[src/rtl/pc_fetch_ctrl_pkg.sv]
// Shared constants, state encoding and helpers for the fetch-stage PC owner.
// Pure declarations; no timing and no flow control of its own.
package pc_fetch_ctrl_pkg;

  localparam logic [31:0] RESET_PC_DEF   = 32'h0000_3000;
  localparam logic [31:0] EXC_VECTOR_DEF = 32'h0000_4180;
  localparam logic [31:0] IM_LO_DEF      = 32'h0000_3000;
  localparam logic [31:0] IM_HI_DEF      = 32'h0000_6ffc;

  localparam logic [4:0] EXC_NONE = 5'd0;
  localparam logic [4:0] EXC_ADEL = 5'd4;

  typedef enum logic {
    ST_RUN   = 1'b0,
    ST_REDIR = 1'b1
  } fetch_state_e;

  function automatic logic [31:0] pc_plus4(input logic [31:0] a);
    return a + 32'd4;
  endfunction

endpackage

[src/rtl/pc_fetch_ctrl_fetch_addr_chk.sv]
// Fetch address legality check: alignment and instruction-memory window.
// Purely combinational on pc; no backpressure.
module fetch_addr_chk
  import pc_fetch_ctrl_pkg::*;
#(
  parameter logic [31:0] IM_LO = IM_LO_DEF,
  parameter logic [31:0] IM_HI = IM_HI_DEF
) (
  input  logic [31:0] pc,
  output logic        if_adel,
  output logic [4:0]  if_excode
);

  logic misaligned;
  logic below_lo;
  logic above_hi;

  always_comb begin
    misaligned = |pc[1:0];
    below_lo   = pc < IM_LO;
    above_hi   = pc > IM_HI;
    if_adel    = misaligned | below_lo | above_hi;
    if_excode  = if_adel ? EXC_ADEL : EXC_NONE;
  end

endmodule

[src/rtl/pc_fetch_ctrl.sv]
// Fetch-stage PC owner: picks seq/redirect/stall/exception/eret each cycle and tags IF outputs.
// PC updates one cycle after the request; exception/eret insert exactly one bubble (REDIR).
module pc_fetch_ctrl
  import pc_fetch_ctrl_pkg::*;
#(
  parameter logic [31:0] RESET_PC   = RESET_PC_DEF,
  parameter logic [31:0] EXC_VECTOR = EXC_VECTOR_DEF,
  parameter logic [31:0] IM_LO      = IM_LO_DEF,
  parameter logic [31:0] IM_HI      = IM_HI_DEF
) (
  input  logic        clk,
  input  logic        reset,
  input  logic        stall,
  input  logic        use_npc,
  input  logic [31:0] next_pc_in,
  input  logic        d_is_jb,
  input  logic        exc_req,
  input  logic        eret_req,
  input  logic [31:0] epc,
  output logic [31:0] pc,
  output logic [31:0] pc4,
  output logic        if_valid,
  output logic        if_bd,
  output logic        if_adel,
  output logic [4:0]  if_excode
);

  fetch_state_e state_q, state_d;
  logic [31:0]  pc_q, pc_d;
  logic         bd_q, bd_d;

  always_comb begin
    state_d = state_q;
    pc_d    = pc_q;
    bd_d    = bd_q;
    if (exc_req) begin
      pc_d    = EXC_VECTOR;
      bd_d    = 1'b0;
      state_d = ST_REDIR;
    end else if (eret_req) begin
      // eret has no delay slot, so the in-flight fetch is dropped via the bubble
      pc_d    = epc;
      bd_d    = 1'b0;
      state_d = ST_REDIR;
    end else if (state_q == ST_REDIR) begin
      state_d = ST_RUN;
    end else if (stall) begin
      pc_d = pc_q;
      bd_d = bd_q;
    end else if (use_npc) begin
      pc_d = next_pc_in;
      bd_d = d_is_jb;
    end else begin
      pc_d = pc_plus4(pc_q);
      bd_d = d_is_jb;
    end
  end

  always_ff @(posedge clk) begin
    if (reset) begin
      state_q <= ST_RUN;
      pc_q    <= RESET_PC;
      bd_q    <= 1'b0;
    end else begin
      state_q <= state_d;
      pc_q    <= pc_d;
      bd_q    <= bd_d;
    end
  end

  always_comb begin
    pc       = pc_q;
    pc4      = pc_plus4(pc_q);
    if_valid = (state_q == ST_RUN);
    if_bd    = bd_q & if_valid;
  end

  fetch_addr_chk #(
    .IM_LO (IM_LO),
    .IM_HI (IM_HI)
  ) u_addr_chk (
    .pc        (pc_q),
    .if_adel   (if_adel),
    .if_excode (if_excode)
  );

endmodule

[config.mk]
export PLATFORM = sky130hd
export DESIGN_NAME = pc_fetch_ctrl
export DESIGN_NICKNAME = d
export VERILOG_FILES = /design/src/rtl/pc_fetch_ctrl_pkg.sv /design/src/rtl/pc_fetch_ctrl_fetch_addr_chk.sv /design/src/rtl/pc_fetch_ctrl.sv
export SDC_FILE = /design/constraint.sdc
export NUM_CORES = 1
export LEC_CHECK = 0
export ABC_AREA = 1
export CAP_MARGIN = 20
export CORE_MARGIN = 2
export CORE_UTILIZATION = 40
export CTS_CLUSTER_DIAMETER = 60
export DETAILED_ROUTE_END_ITERATION = 7
export PLACE_DENSITY = 0.89
export RECOVER_POWER = 25
export SLEW_MARGIN = 10
export SYNTH_ARGS = -nofsm -noshare
export SYNTH_HDL_FRONTEND = slang
export SYNTH_SLANG_ARGS = --single-unit
[constraint.sdc]
create_clock -name clk -period 2.4 [get_ports clk]
set_clock_uncertainty 0.15 [all_clocks]
set_input_delay 0.6 -clock clk [delete_from_list [all_inputs] [get_ports clk]]
set_output_delay 0.6 -clock clk [all_outputs]
set_load 0.02 [all_outputs]
==> results_dict.tcl, run 1 <==
set metrics [dict create \
    final.min_clock_period_ns 2.45 \
    wl_per_cell_um 16.7 \
    period_share_pct 102 \
    maxCapViolations 0 \
    path_delay_family "simple AND/OR/NAND/NOR gates" \
    worstSetupEndpointType "output pin" \
    slew_violations 0 \
    violations "setup timing" \
    rsz0062_at_grt "yes" \
    ir_drop_mv 0.229 \
    dieArea_um2 7590 \
    worst_slack_ns -0.0542 \
    worstMarginPinSlew_ns 0.575 \
    grt_pass1_wl_mm 18.5 \
    grt_max_degree 29 \
    cp-start-kind "flip-flop" \
    status "finished, violations left" \
    final_cell_area_um2 5230 \
    synth.largest_area_cell "dfxtp_1" \
    core_area_um2 6760 \
    vias 3965 \
    critical_path.n_buffers_inverters 4 \
    synth_top_area_share_pct 24.6 \
    mostFrequentLayoutCells "104 x clkdlybuf4s50_1, 103 x nand2_1, 90 x buf_4" \
    cts.sinks 34 \
    antenna_found_initial 0 \
    pwr_density_cell_nw_per_um2 357 \
    drt_iter0_markers 195 \
    cts_tree "built" \
    antenna_cells 0 \
    crit_path_cell_trace "buf_6 -> inv_2 -> nor2_4 -> buf_6 -> nand2_4 -> nor2_8 -> nand2_1 -> nand2_1 -> nand2_2 -> buf_6" \
    drtPass1Iterations 5 \
    syn_to_final_growth_pct 89.4 \
    die_y_um 87.1 \
    start_util_pct 40.9 \
    synth_edf_count 0 \
    cp_common_cell "buf_6" \
    p_leak_uw 0.00222 \
    hpwlAfterDp_mm 8.93 \
    dpl_cell_area_um2 4690 \
    drt-vias-per-instance 5.38 \
    place.gp.congestion 0.917 \
    max_clock_freq_mhz 407 \
    final_common_cell "clkdlybuf4s50_1" \
    dieWidth_um 87.1 \
    critPathSlowestCell "dfxtp_2" \
    cts_max_path_buffers 2 \
    synth_area_um2 2760 \
    synth-seq-area-share_pct 24.6 \
    final_antenna_net_count 0 \
    port_buffers 138 \
    maxSlewHeadroom_pct 61.7 \
    grt_pass1_vias 3883 \
    critPathArrivalTime_ns 1.70 \
    synth_seq_cells 34 \
    finalHoldViolCount 0 \
    wl_mm 12.3 \
    async_flop_share_pct 0 \
    layout.nets 728 \
    h-tree-depth 2 \
    syn_avg_cell_area_um2 6.31 \
    power_uw 1870 \
    hp-class "flip-flop to flip-flop" \
    grt.total_usage_pct 31.2 \
    std_cell_rows 30 \
    path_clk_slew_ns 0.08 \
    overflow 0 \
    synth_cell_types 33 \
    critical_path_class "flip-flop to output pin" \
    crit_required_ns 1.65 \
    io_pins 143 \
    setup_violations 6 \
    critPathMaxStageDelay_ns 0.36 \
    yosysWarnings 0 \
    crit_path_max_fanout 5 \
    route.detailed.drc 0 \
    numCtsBuffers 5 \
    root_buffer "clkbuf_8" \
    drive_above_1_share_pct 37.7 \
    synth_cells 438 \
    hold_buffers 0 \
    synthFlopType "dfxtp_1" \
    synthTopCellsByArea "dfxtp_1 25%, nand2_1 17%, o21ai_0 6.5%" \
    clock_latency_ns 0.30 \
]
==> cell usage after synthesis, types with 5 or more instances <==
cell type	count
nand2_2	8
o21ai_0	36
buf_2	8
nor2_4	8
dfxtp_1	34
buf_4	7
nor2_1	45
a21oi_1	35
clkbuf_1	9
xnor2_1	6
nand2_1	124
a31oi_1	5
nor2_2	5
a221oi_1	19
xor2_2	5
nand3_1	18
inv_1	40
==> routing by layer <==
metal	share of wire (%)	up-vias	GRT usage, %
met5	0	-	0
met1	40	1876	36.3
met2	52	178	58.2
met3	5.6	36	4.74
li1	-	1875	-
met4	2.9	0	10.2
==> path summary, 6_finish.rpt <==
path              startpoint       to  slack (ns)  depth (start not counted)
hold reg to reg         bd_q     bd_q        0.47                          3
setup reg to reg       pc[3]   pc[20]        0.06                         16
hold / removal          bd_q     bd_q        0.47                          3
setup / recovery       pc[2]  pc4[31]       -0.05                         10
==> tightest hold or removal path, delay by kind of cell, from the launching register on <==
kind            cells  cell delay, ns
flops               1            0.30
simple gates        1            0.14
compound gates      1            0.08
buf+inv             1            0.06
==> cell families (layout without fill, tap and decap cells) <==
| logic type | count (synthesis) | after routing | share of synthesized area [%] |
|---|---|---|---|
| and+or+nand+nor | 224 | 224 | 37.2 |
| DFF | 34 | 34 | 24.6 |
| buffers and inverters | 64 | 280 | 10.0 |
| xor gates and xnor gates | 13 | 13 | 5.75 |
| adders and majority gates | 1 | 1 | 0.453 |
| other | 1 | 4 | 0.136 |
| AOI/OAI and AO/OA | 101 | 101 | 21.8 |
==> sequential cells by signal, indices dropped and copies added, names as in the netlist, named ones only <==
| register | cells |
|---|---|
| state_q | 1 |
| bd_q | 1 |
| pc | 30 |
==> per-stage QoR <==
step / hold slack, ns / TNS [ns] / setup WS [ns] / util (%) / instances
2_1_floorplan: 0.423 / 0 / 0.138 / - / 441
3_3_place_gp: 0.447 / -3.71 / -0.245 / 69.5 / 708
3_5_place_dp: 0.467 / -4.58 / -0.325 / 69.5 / 708
4_1_cts: 0.464 / -0.370 / -0.169 / 73.4 / 731
5_1_grt: 0.511 / -0.891 / -0.131 / 77.4 / 737
6_report: 0.475 / -0.165 / -0.0542 / 77.4 / 737
==> where the power goes <==
group          switching [uW]  internal (uW)
Clock                     233            290
Combinational             347            358
Sequential               41.7            597
Total                     622           1250
==> what timing repair did <==
action                     CTS  global route
pin swaps                   17            24
setup endpoints to repair   30            29
buffers inserted            15             6
gates resized for setup    157           103
==> area by class of cell <==
class | count | area [um^2]
inverters | 40 | 150
flip-flops and latches | 34 | 728
repair buffers | 232 | 2060
multi-input cells | 343 | 2080
clock buffers | 8 | 110
fillers | 514 | 1530
well taps | 80 | 100
(Power assumes the default switching activity.)
==> inputs of run 2 (changes only) <==
- CTS_CLUSTER_DIAMETER: 60 -> 80
==> results of run 2 <==
No change in the layout: final DEF, timing and power equal those of run 1.
==> inputs of run 3 (changes only) <==
- TNS_END_PERCENT: unset -> 100
==> results of run 3 <==
No change in the layout: final DEF, timing and power equal those of run 1.
